===== src/rtl/seq_detect_n_if.sv =====
// Bus bundle for seq_detect_n: serial input side plus match/count results.
// en qualifies A each cycle (valid-only, no backpressure); match/count/count_sat are registered.
interface seq_detect_n_if #(
    parameter int CNT_W = 8
);
    logic             en;
    logic             clr;
    logic             A;
    logic             match;
    logic [CNT_W-1:0] count;
    logic             count_sat;
    logic [1:0]       fsm_state;

    modport master (
        output en, clr, A,
        input  match, count, count_sat, fsm_state
    );

    modport slave (
        input  en, clr, A,
        output match, count, count_sat, fsm_state
    );
endinterface


===== src/rtl/seq_detect_n.sv =====
// Parametrised serial sequence detector with overlap/non-overlap mode,
// input enable and a saturating match counter with synchronous clear.
module seq_detect_n #(
    parameter int           N       = 4,
    parameter logic [N-1:0] PATTERN = 4'b1011,
    parameter bit           OVERLAP = 1'b1,
    parameter int           CNT_W   = 8
) (
    input logic         clk,
    input logic         n_reset,
    seq_detect_n_if.slave bus
);
    localparam int               FW      = $clog2(N + 1);
    localparam logic [FW-1:0]    FILL_N  = FW'(N);
    localparam logic [CNT_W-1:0] CNT_MAX = '1;

    if (N < 2) begin : g_bad_n
        $error("seq_detect_n: N must be >= 2");
    end
    if (CNT_W < 1) begin : g_bad_cnt_w
        $error("seq_detect_n: CNT_W must be >= 1");
    end

    typedef enum logic [1:0] {
        EMPTY   = 2'd0,
        FILLING = 2'd1,
        ARMED   = 2'd2
    } state_t;

    state_t           state;
    logic [N-1:0]     hist;
    logic [FW-1:0]    fill;
    logic             match_q;
    logic [CNT_W-1:0] count_q;
    logic             count_sat_q;

    logic [N-1:0]     hist_next;
    logic [FW-1:0]    fill_next;
    logic             hit;
    logic [CNT_W-1:0] count_next;

    always_comb begin
        hist_next  = {hist[N-2:0], bus.A};
        fill_next  = (fill == FILL_N) ? fill : fill + FW'(1);
        hit        = bus.en && (fill_next == FILL_N) && (hist_next == PATTERN);
        count_next = (hit && (count_q != CNT_MAX)) ? count_q + CNT_W'(1) : count_q;
    end

    // state mirrors fill (EMPTY/FILLING/ARMED) so it can be observed directly.
    always_ff @(posedge clk) begin
        if (!n_reset) begin
            state       <= EMPTY;
            hist        <= '0;
            fill        <= '0;
            match_q     <= 1'b0;
            count_q     <= '0;
            count_sat_q <= 1'b0;
        end else begin
            match_q <= hit;
            if (bus.en) begin
                hist <= hist_next;
                if (hit && !OVERLAP) begin
                    fill  <= '0;
                    state <= EMPTY;
                end else begin
                    fill  <= fill_next;
                    state <= (fill_next == FILL_N) ? ARMED : FILLING;
                end
            end
            // clr beats a coincident hit: that hit pulses match but is not counted.
            if (bus.clr) begin
                count_q     <= '0;
                count_sat_q <= 1'b0;
            end else begin
                count_q     <= count_next;
                count_sat_q <= (count_next == CNT_MAX);
            end
        end
    end

    assign bus.match     = match_q;
    assign bus.count     = count_q;
    assign bus.count_sat = count_sat_q;
    assign bus.fsm_state = state;
endmodule

===== src/flat_wrapper.sv =====
// flat-port wrapper written by rule: the top's interface ports become plain ports
module seq_detect_n_flat 
#(
    parameter int           N       = 4,
    parameter logic [N-1:0] PATTERN = 4'b1011,
    parameter bit           OVERLAP = 1'b1,
    parameter int           CNT_W   = 8
)
  (clk, n_reset, bus_en, bus_clr, bus_A, bus_match, bus_count, bus_count_sat, bus_fsm_state);
  seq_detect_n_if #(.CNT_W(CNT_W)) bus_i ();
  input logic clk;
  input logic n_reset;
  input wire logic [$bits(bus_i.en)-1:0] bus_en;
  input wire logic [$bits(bus_i.clr)-1:0] bus_clr;
  input wire logic [$bits(bus_i.A)-1:0] bus_A;
  output wire logic [$bits(bus_i.match)-1:0] bus_match;
  output wire logic [$bits(bus_i.count)-1:0] bus_count;
  output wire logic [$bits(bus_i.count_sat)-1:0] bus_count_sat;
  output wire logic [$bits(bus_i.fsm_state)-1:0] bus_fsm_state;
  assign bus_i.en = bus_en;
  assign bus_i.clr = bus_clr;
  assign bus_i.A = bus_A;
  assign bus_match = bus_i.match;
  assign bus_count = bus_i.count;
  assign bus_count_sat = bus_i.count_sat;
  assign bus_fsm_state = bus_i.fsm_state;
  seq_detect_n #(.N(N), .PATTERN(PATTERN), .OVERLAP(OVERLAP), .CNT_W(CNT_W)) u_core (.clk(clk), .n_reset(n_reset), .bus(bus_i));
endmodule

===== config.mk =====
export PLATFORM = sky130hd
export DESIGN_NAME = seq_detect_n_flat
export DESIGN_NICKNAME = d
export VERILOG_FILES = /design/src/rtl/seq_detect_n_if.sv /design/src/rtl/seq_detect_n.sv /design/src/flat_wrapper.sv
export SDC_FILE = /design/constraint.sdc
export NUM_CORES = 1
export LEC_CHECK = 0
export BUFFER_PORTS_ARGS = -buffer_cell sky130_fd_sc_hd__clkbuf_2
export CAP_MARGIN = 20
export CELL_PAD_IN_SITES_DETAIL_PLACEMENT = 1
export CELL_PAD_IN_SITES_GLOBAL_PLACEMENT = 1
export CORE_UTILIZATION = 36
export DETAILED_ROUTE_END_ITERATION = 10
export GPL_TIMING_DRIVEN = 0
export PLACE_DENSITY_LB_ADDON = 0.1
export SETUP_SLACK_MARGIN = 0.2
export SLEW_MARGIN = 20
export SYNTH_ARGS = -nofsm -noshare
export SYNTH_HDL_FRONTEND = slang
export SYNTH_SLANG_ARGS = --single-unit

===== constraint.sdc =====
create_clock -name clk -period 2.2 [get_ports clk]
set_input_delay 0.44 -clock clk [delete_from_list [all_inputs] [get_ports clk]]
set_output_delay 0.44 -clock clk [all_outputs]
set_load 0.02 [all_outputs]

==> out/qor.txt <==
Reg power frac - 0.533
Hold WS - 0.4462 ns
commonest non-fill, non-tap cell in the layout - dfxtp_1
Hold Crit Start - bus_A
area grow syn2layout - 34.95%
Final Hold Vio Count - 0
# diodes - 0
library cells used by synthesis - 37
Final Instance Area - 1251 µm²
H-tree level count - 1
Max Root-Sink Buffers - 2
Post-route DRC - 0
Internal - 485.6 µW
Die Ht - 52.75 µm
fmax - 474.5 MHz
CP cell instances - inv_2 -> ha_4 -> or3b_4 -> a311o_1 -> buf_6 -> buf_4 -> o21a_1 -> o221ai_2 -> nor4b_2
Hold Buf Count CTS - 0
worst slew pin tran - 0.5015 ns
CTS Buf Count - 3
CP Launch Point - u_core.fill[0]
count of input and output buffers - 15
post-route ant nets - 0
GP Congestion - 0.6939
hpwl dp - 1528 µm
peak supply drop - 0.0002968 V
Post-synth ARST share - 0
global-route usage over all layers - 0.1668
Post-Syn Instances - 95
post-synth top area share - 0.3887
crit path max fanout - 7
pwr/cell area - 516.2 nW/µm²
Die Span X - 52.75 µm
final core occ - 0.5097
Period minus WS final - 2.108 ns
io pins - 17
fin. max-slew vios - 0
number of fill cells - 288
Worst setup EP type - flip-flop
Fin Setup TNS - 0 ns
Avg WL per Cell - 14.61 µm
clock group share of total power - 0.315
met1 Use GR - 0.1976
Clock Latency Late Sink - 0.29 ns
Sw Ratio - 0.2481
worst r2r src - u_core.fill[0]
CTS Root Cell - clkbuf_4
number of global-route vias before repair - 761
commonest cells after routing, fill and taps aside - 16 x dfxtp_1, 15 x clkbuf_2, 9 x buf_4
ys flop type - dfxtp_1
TritonRoute pass-1 iters - 6
clock skew - 0.004442 ns
drt total wl - 2236 µm
met3 Usage GRT - 0.02609
clock slew at reported path FFs - 0.11 ns
EDFF count, synth - 0
placed cell area - 1060 µm²
syn avg cell area - 9.759 µm²
Clock Sinks - 18
grt ovf - 0
number of DRC markers in iteration 0 - 3
core area - 2455 µm²
slowest stage cell, crit path - dfxtp_4
row count - 18
Seq. cell area - 367.9 µm²
synthesized area - 927.1 µm²
CTS tree - done
Max Cap Viol - 0
first-pass GRT wire length - 3332 µm
top area cells in the synthesized netlist - dfxtp_1 39%, mux2i_1 5.4%, ha_1 4.0%
Yosys warnings - 0
met2 usage - 0.2954
CP Launch Type - flip-flop
slowest stage delay, CP - 0.39 ns
Via density - 5.275
Initial Utilization - 0.3777
worst hold path type - in2reg
final setup fails - 0
nets - 132
ratio of cells with drive above 1 in the final layout - 0.4146
Top Usage Layer GRT - met2
CP Class - reg2reg
NetSw - 160.2 µW
Lkg Pwr - 0.4872 nW
Worst Path Required - 2.38 ns
largest net degree at the start of global routing - 11
die area - 2783 µm²
area of the multi-input gates - 629.4 µm²
leading area contributor after synthesis - dfxtp_1
Final period util - 0.9580
flops & latches, synth - 18
Slew headroom - 0.6650
Vias - 807
combinational share of power - 0.152
outcome - complete, no violations
RSZ-0062 raised after global routing - yes
register area share after synthesis - 0.3887
initial antenna violation count - 0
Syn Nets - 103
Worst Path Arrival - 2.29 ns
## synth_stat cells (2+ instances only)
cell	instances
xnor2_1	3
a21oi_1	2
o21ai_0	2
nand2_1	8
ha_1	3
nor2_1	4
and3_1	2
nand3_1	4
nor2b_1	5
o311a_1	2
dfxtp_1	18
mux2i_1	5
nor3_1	3
nand2b_1	3
and4b_2	2
o21a_1	4
inv_1	3
o211ai_1	2
buf_6	2
## what timing repair did
item | in CTS | in global routing
setup buffers | 5 | 4
endpoints found under the setup margin | 8 | 8
pin swaps | 10 | 12
resized for setup | 13 | 5
## flip-flops by register name (all words and copies together) (netlist names)
signal                flops
u_core.fill               3
u_core.bus.count_sat      1
u_core.bus.match          1
u_core.bus.fsm_state      2
u_core.hist               3
u_core.bus.count          8
## stage by stage
step                      std cells  power, mW  worst slack [ns]
after CTS                       149     0.6522          0.006934
after detailed placement        140     0.4189          -0.06244
final                           153     0.6458           0.09244
after floorplan                  95     0.4013            0.1769
after global placement          140     0.4171          -0.02626
after global routing            153     0.6770         -0.009111
## cell type report
class | count | area share
buffer | 3 | 0.02100
clock buffer | 4 | 0.02900
inverter | 3 | 0.009000
multi-input combinational | 71 | 0.5030
sequential | 18 | 0.2940
tap | 30 | 0.03000
timing repair buffer | 24 | 0.1140
## path summary, 6_finish.rpt
| check | to | slack (ns) | cells after the start |
|---|---|---|---|
| max | u_core.bus.count_sat | 0.09 | 9 |
| min | u_core.hist[0] | 0.45 | 3 |
| max reg2reg | u_core.bus.count_sat | 0.09 | 9 |
| min reg2reg | u_core.bus.fsm_state[1] | 0.51 | 2 |
## worst max-delay path, delay by kind of cell, from the launching register on
| kind | cells | cell delay, ns |
|---|---|---|
| AOI/OAI and AO/OA | 3 | 0.67 |
| adders and majority gates | 1 | 0.15 |
| and+or+nand+nor | 2 | 0.46 |
| buffers and inverters | 3 | 0.33 |
| DFF | 1 | 0.39 |
## cells by family after synthesis
| family | share of synthesized area |
|---|---|
| DFF | 0.3887 |
| AOI/OAI and AO/OA | 0.1795 |
| buffers and inverters | 0.04048 |
| adders and majority gates | 0.04049 |
| xor gates and xnor gates | 0.02835 |
| muxes | 0.05398 |
| and+or+nand+nor | 0.2686 |
## per-layer routing
metal / vias to the layer above / routed length (µm)
li1: 407 / -
met1: 388 / 1028
met2: 10 / 1149
met3: 2 / 43
met4: 0 / 15
met5: - / 0
## power by group through the flow
stage / clock network (mW) / registers, mW / logic (mW)
detailed placement: 0 / 0.351 / 0.0679
CTS: 0.218 / 0.345 / 0.0898
global placement: 0 / 0.350 / 0.0668
finish: 0.204 / 0.344 / 0.0981
global route: 0.226 / 0.346 / 0.106
floorplan: 0 / 0.352 / 0.0491
No activity file was read; power rests on OpenSTA's default activity.
